===== src/rtl/display_scan_ctrl.sv =====
// Producer side of the 7-segment path: converts a credit value or selects a
// fixed message into a 4-digit symbol buffer and time-multiplexes it.
module display_scan_ctrl #(
  parameter int DIV = 50000
) (
  input  logic       clk,
  input  logic       rst,
  input  logic       carregar,
  input  logic [1:0] msg_sel,
  input  logic [6:0] valor,
  output logic       ocupado,
  output logic [3:0] codigo,
  output logic [3:0] digito
);

  // state  | meaning
  // S_IDLE | buffer stable, loads accepted
  // S_CONV | load latched; subtracting tens or about to commit

  localparam int DW = (DIV > 1) ? $clog2(DIV) : 1;

  localparam logic [3:0] SYM_S     = 4'd5;
  localparam logic [3:0] SYM_E     = 4'd8;
  localparam logic [3:0] SYM_R     = 4'd9;
  localparam logic [3:0] SYM_P     = 4'd10;
  localparam logic [3:0] SYM_BLANK = 4'd14;

  typedef enum logic {S_IDLE, S_CONV} state_t;

  state_t         state, state_nxt;
  logic [1:0]     msg_q;
  logic [6:0]     tmp;
  logic [3:0]     dezenas;
  logic [3:0]     b [4];
  logic [3:0]     cv [4];
  logic [DW-1:0]  div_cnt;
  logic [1:0]     idx, idx_d;
  logic           load, sub, commit;

  always_ff @(posedge clk or posedge rst) begin
    if (rst) state <= S_IDLE;
    else     state <= state_nxt;
  end

  always_comb begin
    state_nxt = state;
    load      = 1'b0;
    sub       = 1'b0;
    commit    = 1'b0;
    unique case (state)
      S_IDLE: begin
        if (carregar) begin
          load      = 1'b1;
          state_nxt = S_CONV;
        end
      end
      S_CONV: begin
        if (msg_q == 2'b00 && tmp <= 7'd99 && tmp >= 7'd10) begin
          sub = 1'b1;
        end else begin
          commit    = 1'b1;
          state_nxt = S_IDLE;
        end
      end
      default: state_nxt = S_IDLE;
    endcase
  end

  // Buffer image written at commit; out-of-range numerics fall back to "Err"
  always_comb begin
    cv[0] = SYM_BLANK;
    cv[1] = SYM_BLANK;
    cv[2] = SYM_BLANK;
    cv[3] = SYM_BLANK;
    unique case (msg_q)
      2'b00: begin
        if (tmp > 7'd99) begin
          cv[0] = SYM_E;
          cv[1] = SYM_R;
          cv[2] = SYM_R;
        end else begin
          cv[2] = (dezenas == 4'd0) ? SYM_BLANK : dezenas;
          cv[3] = tmp[3:0];
        end
      end
      2'b01: begin
        cv[0] = SYM_E;
        cv[1] = SYM_R;
        cv[2] = SYM_R;
      end
      2'b10: begin
        cv[0] = SYM_S;
        cv[1] = SYM_P;
      end
      default: ;
    endcase
  end

  assign ocupado = (state == S_CONV);

  always_ff @(posedge clk or posedge rst) begin
    if (rst) begin
      msg_q   <= 2'b00;
      tmp     <= 7'd0;
      dezenas <= 4'd0;
      for (int i = 0; i < 4; i++) b[i] <= SYM_BLANK;
    end else begin
      if (load) begin
        msg_q   <= msg_sel;
        tmp     <= valor;
        dezenas <= 4'd0;
      end else if (sub) begin
        tmp     <= tmp - 7'd10;
        dezenas <= dezenas + 4'd1;
      end
      if (commit) begin
        for (int i = 0; i < 4; i++) b[i] <= cv[i];
      end
    end
  end

  // Scan runs freely; loads never disturb it
  always_ff @(posedge clk or posedge rst) begin
    if (rst) begin
      div_cnt <= '0;
      idx     <= 2'd0;
      idx_d   <= 2'd0;
      codigo  <= SYM_BLANK;
      digito  <= 4'b1111;
    end else begin
      if (div_cnt == DW'(DIV - 1)) begin
        div_cnt <= '0;
        idx     <= idx + 2'd1;
      end else begin
        div_cnt <= div_cnt + 1'b1;
      end
      idx_d  <= idx;
      codigo <= b[idx];
      // anode lags codigo by one cycle to line up with the decoder's seg register
      digito <= ~(4'b1000 >> idx_d);
    end
  end

endmodule


===== config.mk =====
export PLATFORM = sky130hd
export DESIGN_NAME = display_scan_ctrl
export DESIGN_NICKNAME = d
export VERILOG_FILES = /design/src/rtl/display_scan_ctrl.sv
export SDC_FILE = /design/constraint.sdc
export NUM_CORES = 1
export LEC_CHECK = 0
export ABC_AREA = 1
export CORE_AREA = 2 2 95 97
export CTS_CLUSTER_SIZE = 24
export DETAILED_ROUTE_END_ITERATION = 8
export DIE_AREA = 0 0 97 99
export PLACE_DENSITY_LB_ADDON = 0.25
export SLEW_MARGIN = 5
export SYNTH_ARGS = -nofsm -noshare
export SYNTH_HDL_FRONTEND = slang
export SYNTH_SLANG_ARGS = --single-unit
export TNS_END_PERCENT = 20

===== constraint.sdc =====
create_clock -name clk -period 1.7 [get_ports clk]
set_clock_uncertainty 0.15 [all_clocks]
set_input_delay 0.17 -clock clk [delete_from_list [all_inputs] [get_ports clk]]
set_output_delay 0.17 -clock clk [all_outputs]
set_load 0.005 [all_outputs]

# Word level (Yosys, flattened, before mapping)
# Cells that the tools add are included.
# W data, S select, Z words.
[word_totals] reg_bits=58 input_bits=12 output_inout_bits=9 word_cells=55
[classes] n_addsub=4 order_cmp=4 eq_ne=3 shifts=1 muxes=22 n_bitwise=3 reduce_logical=5
[op_table] cell="$mux W4" count=8
[op_table] cell="$pmux W8 S3" count=1
[op_table] cell="$mux W7" count=3
[op_table] cell="$add A16 B1 Y16 const B" count=1
[op_table] cell="$eq A16 B16 Y1 const B" count=1
[op_table] cell="$mux W16" count=1
[op_table] cell="$bmux W4 S2" count=1
[op_table] cell="$pmux W4 S2" count=1
[op_table] cell="$ge A7 B4 Y1 const B" count=1
[op_table] cell="$gt A7 B7 Y1 const B" count=1
[op_table] cell="$le A7 B7 Y1 const B" count=1
[op_table] cell="$sub A7 B4 Y7 const B" count=1
[op_table] cell="$mux W1" count=6
[op_table] cell="$add A4 B1 Y4 const B" count=1
[op_table] cell="$logic_not A4 Y1" count=1
[op_table] cell="$not A4 Y4" count=1
[op_table] cell="$shr A4 B2 Y4 const A" count=1
[op_table] cell="$ge A3 B3 Y1 const B" count=1
[op_table] cell="$not A2 Y3" count=1
[op_table] cell="$add A2 B1 Y2 const B" count=1
[op_table] cell="$eq A2 B1 Y1 const B" count=1
[op_table] cell="$eq A2 B2 Y1 const B" count=1
[op_table] cell="$logic_and A1 B1 Y1" count=2
[op_table] cell="$logic_not A2 Y1" count=1
[op_table] cell="3 further kinds" count=3

# Depth between registers and ports, before layout
[logic_depth] ltp_word=7 ltp_mapped=11 mapped_depth_nobuf=10

# Least setup slack after synthesis
# OpenSTA, ideal clock, no wires.
[synth_path] path_type="register to register" from="register tmp[2]" to="register b[4] in the netlist's numbering" setup_time_ns=0.116 t_arrival_ns=1.329 t_required_ns=1.434 path_slack_ns=0.105 stages_incl_launch_ff=12 path_buffers=1 synth_period_minus_slack_ns=1.595 cell_sequence="dfrtp_1 inv_1 ha_1 nand3_1 nand3_1 nand2_2 nand2_2 nor2_4 nor2_4 buf_6 nand2_1 nand2_1"
[synth_via] elab_chain_cells=5 elab_cells_between_ends=9 classes_between="3 x order compare; 4 x mux; 2 x reduce/logical"
[synth_lines] item="start, declared" line_no="32" text="logic [6:0] tmp;"
[synth_lines] item="start signal, assigned" line_no="110" text="tmp <= valor;"
[synth_lines] item="start signal, assigned" line_no="113" text="tmp <= tmp - 7'd10;"
[synth_lines] item="$le A7 B7 Y1" line_no="58" text="if (msg_q == 2'b00 && tmp <= 7'd99 && tmp >= 7'd10) begin"
[synth_lines] item="$logic_and A1 B1 Y1 (2 in a row)" line_no="58"
[synth_lines] item="$mux W1" line_no="58"
[synth_lines] item="$mux W1" line_no="50" text="unique case (state)"
[synth_lines] item="end, declared" line_no="34" text="logic [3:0] b [4];"
# Parallel ways exist; a longest one is shown, timed or not.
# A chain may end at the register's enable or synchronous reset.

# Final worst setup path
[layout_path] from="register tmp[1]" to="register b[12] in the netlist's numbering"
[layout_via] elab_chain_cells=5 elab_cells_between_ends=6 classes_between="2 x order compare; 2 x mux; 2 x reduce/logical"
[layout_lines] item="$le A7 B7 Y1" line_no="58"
[layout_lines] item="$logic_and A1 B1 Y1" line_no="58"
[layout_lines] item="$logic_and A1 B1 Y1 *" line_no="58"
[layout_lines] item="$mux W1 *" line_no="58"
[layout_lines] item="$mux W1 *" line_no="50"
# Every way passes the cells marked *; elsewhere a longest branch is shown, timed or not.

==> reports/metrics.yaml <==
timing:
  slew_viol_final: 0
  relSlewSlack_pct: 77.90
  rsz0062_at_grt: "yes"
  fin_crit_sh_pct: 98.32
  min_period_ns: 1.671
  finalHoldViolCount: 0
  max_freq_mhz: 598.3
  setup_viol: 0
  timing.hold.ws_ns: 0.06840
  tightest_slew_ns: 0.3307
placement:
  dp.cells: 468
  post-dp-hpwl_mm: 3.977
  place.gp.congestion: 0.8168
  port_buffers: 20
global_routing:
  grt_pass1_wl_mm: 9.956
  antenna_found_initial: 0
  overflow: 0
  grt_pass1_vias: 2125
  track_usage_pct: 12.52
  grt_max_degree: 56
worst_setup_path:
  cpPeakStageDelay_ns: 0.44
  end_kind: "register"
  critical_path.top_delay_family: "simple AND/OR/NAND/NOR gates"
  rrSetupSlack_ns: 0.03
  setup.worst_path.start: "tmp[1]"
  cp_num_buf_inv: 0
  required_ns: 1.76
  cp_cell_sequence: "ha_4 > nand3_4 > nand3_4 > nand2_4 > nand2_4 > nor2_4 > nor2_4 > nand2_2 > nand2_1"
  worstPathArrival_ns: 1.73
  startpoint_type: "register"
  regToRegStartpoint: "tmp[1]"
  crit_type: "register to register"
  crit_fanout: 6
  crit_slowest_cell: "dfrtp_1"
routing:
  via_count: 2162
  ant_nets: 0
  via_per_inst: 4.504
  drt-pass1-iter-count: 4
  wl_per_cell_um: 11.52
  drc: 0
  drt_iter0_markers: 61
  wirelength_mm: 5.530
clock_network:
  clk_root_buffer_cell: "clkbuf_8"
  cts_buffers: 5
  cts_buffer_depth: 2
  clkTransAtPathRegs_ns: 0.10
  hold_buffers: 0
  cts_tree: "yes"
  insertion_delay_ns: 0.31
  htree_levels: 2
  cts_sinks: 55
floorplan:
  die_w_um: 97
  io_pins: 21
  fp.dieArea_mm2: 0.009603
  core_area_mm2: 0.008551
  rows: 34
  die_y_um: 99
  initial_core_util_pct: 32.32
power:
  power_frac_comb_pct: 35.3
  p_switching_mw: 1.465
  swShare_pct: 35.24
  p_clk_share_pct: 18.6
  p_int_mw: 2.691
  power.density_mw_per_mm2: 1226
  power_frac_seq_pct: 46.1
  p_leak_nw: 1.654
  ir_drop_v: 0.0006582
yosys:
  yosys_warnings: 0
  syn_area_per_cell_um2: 8.201
  synth_top_area_share_pct: 35.31
  yosys-top-cells-area: "dfrtp_1, dfstp_2, nand2_1"
  netlist_instances: 337
  synth.distinct_cells: 30
  synth_top_area_cell: "dfrtp_1"
  synth_fp_nets: 354
  seq_area_frac_synth_pct: 50.52
  synth.cell_area_mm2: 0.002764
  ys_ff_latch: 55
cells_and_area:
  fin_cells: 480
  drive_above_1_share_pct: 18.55
  synthToLayoutAreaGrowth_pct: 22.68
  final_cell_mix: "nand2_1, dfrtp_1, nor2_1"
  final_nets: 388
  antenna_cells: 0
  final_common_cell: "nand2_1"
run:
  drv_cap: 0
run_status:
  status: "completed"
min_path:
  hold_path.class: "input pin to async pin"
## worst min-delay path: cells and delay by family
family                 cells  cell delay (ns)
buffers and inverters      3             0.74
## metal layers
layer	share of wire (%)	track usage, %	vias to the layer above	wire [um]
li1	-	-	1140	-
met1	50	16.82	990	2738
met2	46	20.51	27	2545
met3	3.2	2.695	5	179
met4	1.2	3.575	0	66
met5	0	0	-	0
## power by group through the flow
stage	Sequential [mW]	Combinational (mW)	Clock (mW)
final	1.92	1.47	0.775
after global routing	1.96	1.68	0.874
after CTS	1.91	1.27	0.803
after detailed placement	1.94	1.26	0
after global placement	1.93	1.25	0
after floorplan	1.88	0.875	0
## sequential cells by signal, indices dropped and copies added, names as in the netlist
register,cells
div_cnt,16
b,13
idx,2
tmp,7
idx_d,2
digito,4
dezenas,4
ocupado,1
msg_q,2
codigo,4
## repair_timing
| item | 4_1_cts | 5_1_grt |
|---|---|---|
| resized for setup | 2 | 27 |
| setup buffers | 0 | 4 |
| pin swaps | 0 | 6 |
| setup endpoints to repair | 2 | 35 |
| endpoints found under the hold margin | 0 | 0 |
| cloned | 0 | 1 |
## worst paths after layout
kind | endpoint | cells past startpoint
setup / recovery | b[12] | 9
hold / removal | div_cnt[10] | 3
setup reg to reg | b[12] | 9
hold reg to reg | digito[1] | 1
max in group asynchronous | b[3] | 3
min in group clk | msg_q[0] | 3
## final cells by class
cell class	instances	area (um2)
well taps	108	135.1
flip-flops and latches	55	1396
clock inverters	2	15.01
fillers	870	5160
inverters	41	158.9
clock buffers	6	82.58
repair buffers	33	336.6
multi-input cells	235	1266
## through the flow
step | total power [mW] | area [um2] | worst slack [ns] | TNS [ns] | utilization [%]
floorplan | 2.758 | 2764 | 0.06355 | 0 | -
global route | 4.518 | 3391 | -0.06299 | -0.6969 | 39.65
detailed placement | 3.195 | 3151 | 0.01284 | 0 | 36.85
CTS | 3.981 | 3257 | 0.008269 | 0 | 38.09
finish | 4.156 | 3391 | 0.02863 | 0 | 39.65
global placement | 3.177 | 3151 | 0.02243 | 0 | 36.85
## synthesized netlist by cell type
master and count:
mux2_2 1, a21oi_1 6, o22ai_1 3, nor2_1 36
xor2_1 11, dfstp_2 16, nand2_2 2, buf_2 3
mux2_1 2, nand3_1 33, xnor2_1 1, o21ai_0 15
buf_4 1, o21ai_4 1, nor3_1 6, inv_1 32
nand2_1 95, clkinv_1 1, nand3b_1 1, nor3b_1 2
dfrtp_1 39, and2_0 1, inv_2 8, ha_1 5
nand3_2 1, nor2_4 2, clkbuf_1 1, nand4_1 7
a31oi_1 3, buf_6 2
## cell families after synthesis
logic type	share of synthesized area (%)
AND/OR/NAND/NOR	29.11
AO/OA/AOI/OAI	5.749
adder cells (fa/ha/maj)	2.263
XOR/XNOR	3.803
buffers and inverters	7.333
flip-flops	50.52
multiplexers	1.222
No activity file was read; power rests on OpenSTA's default activity.
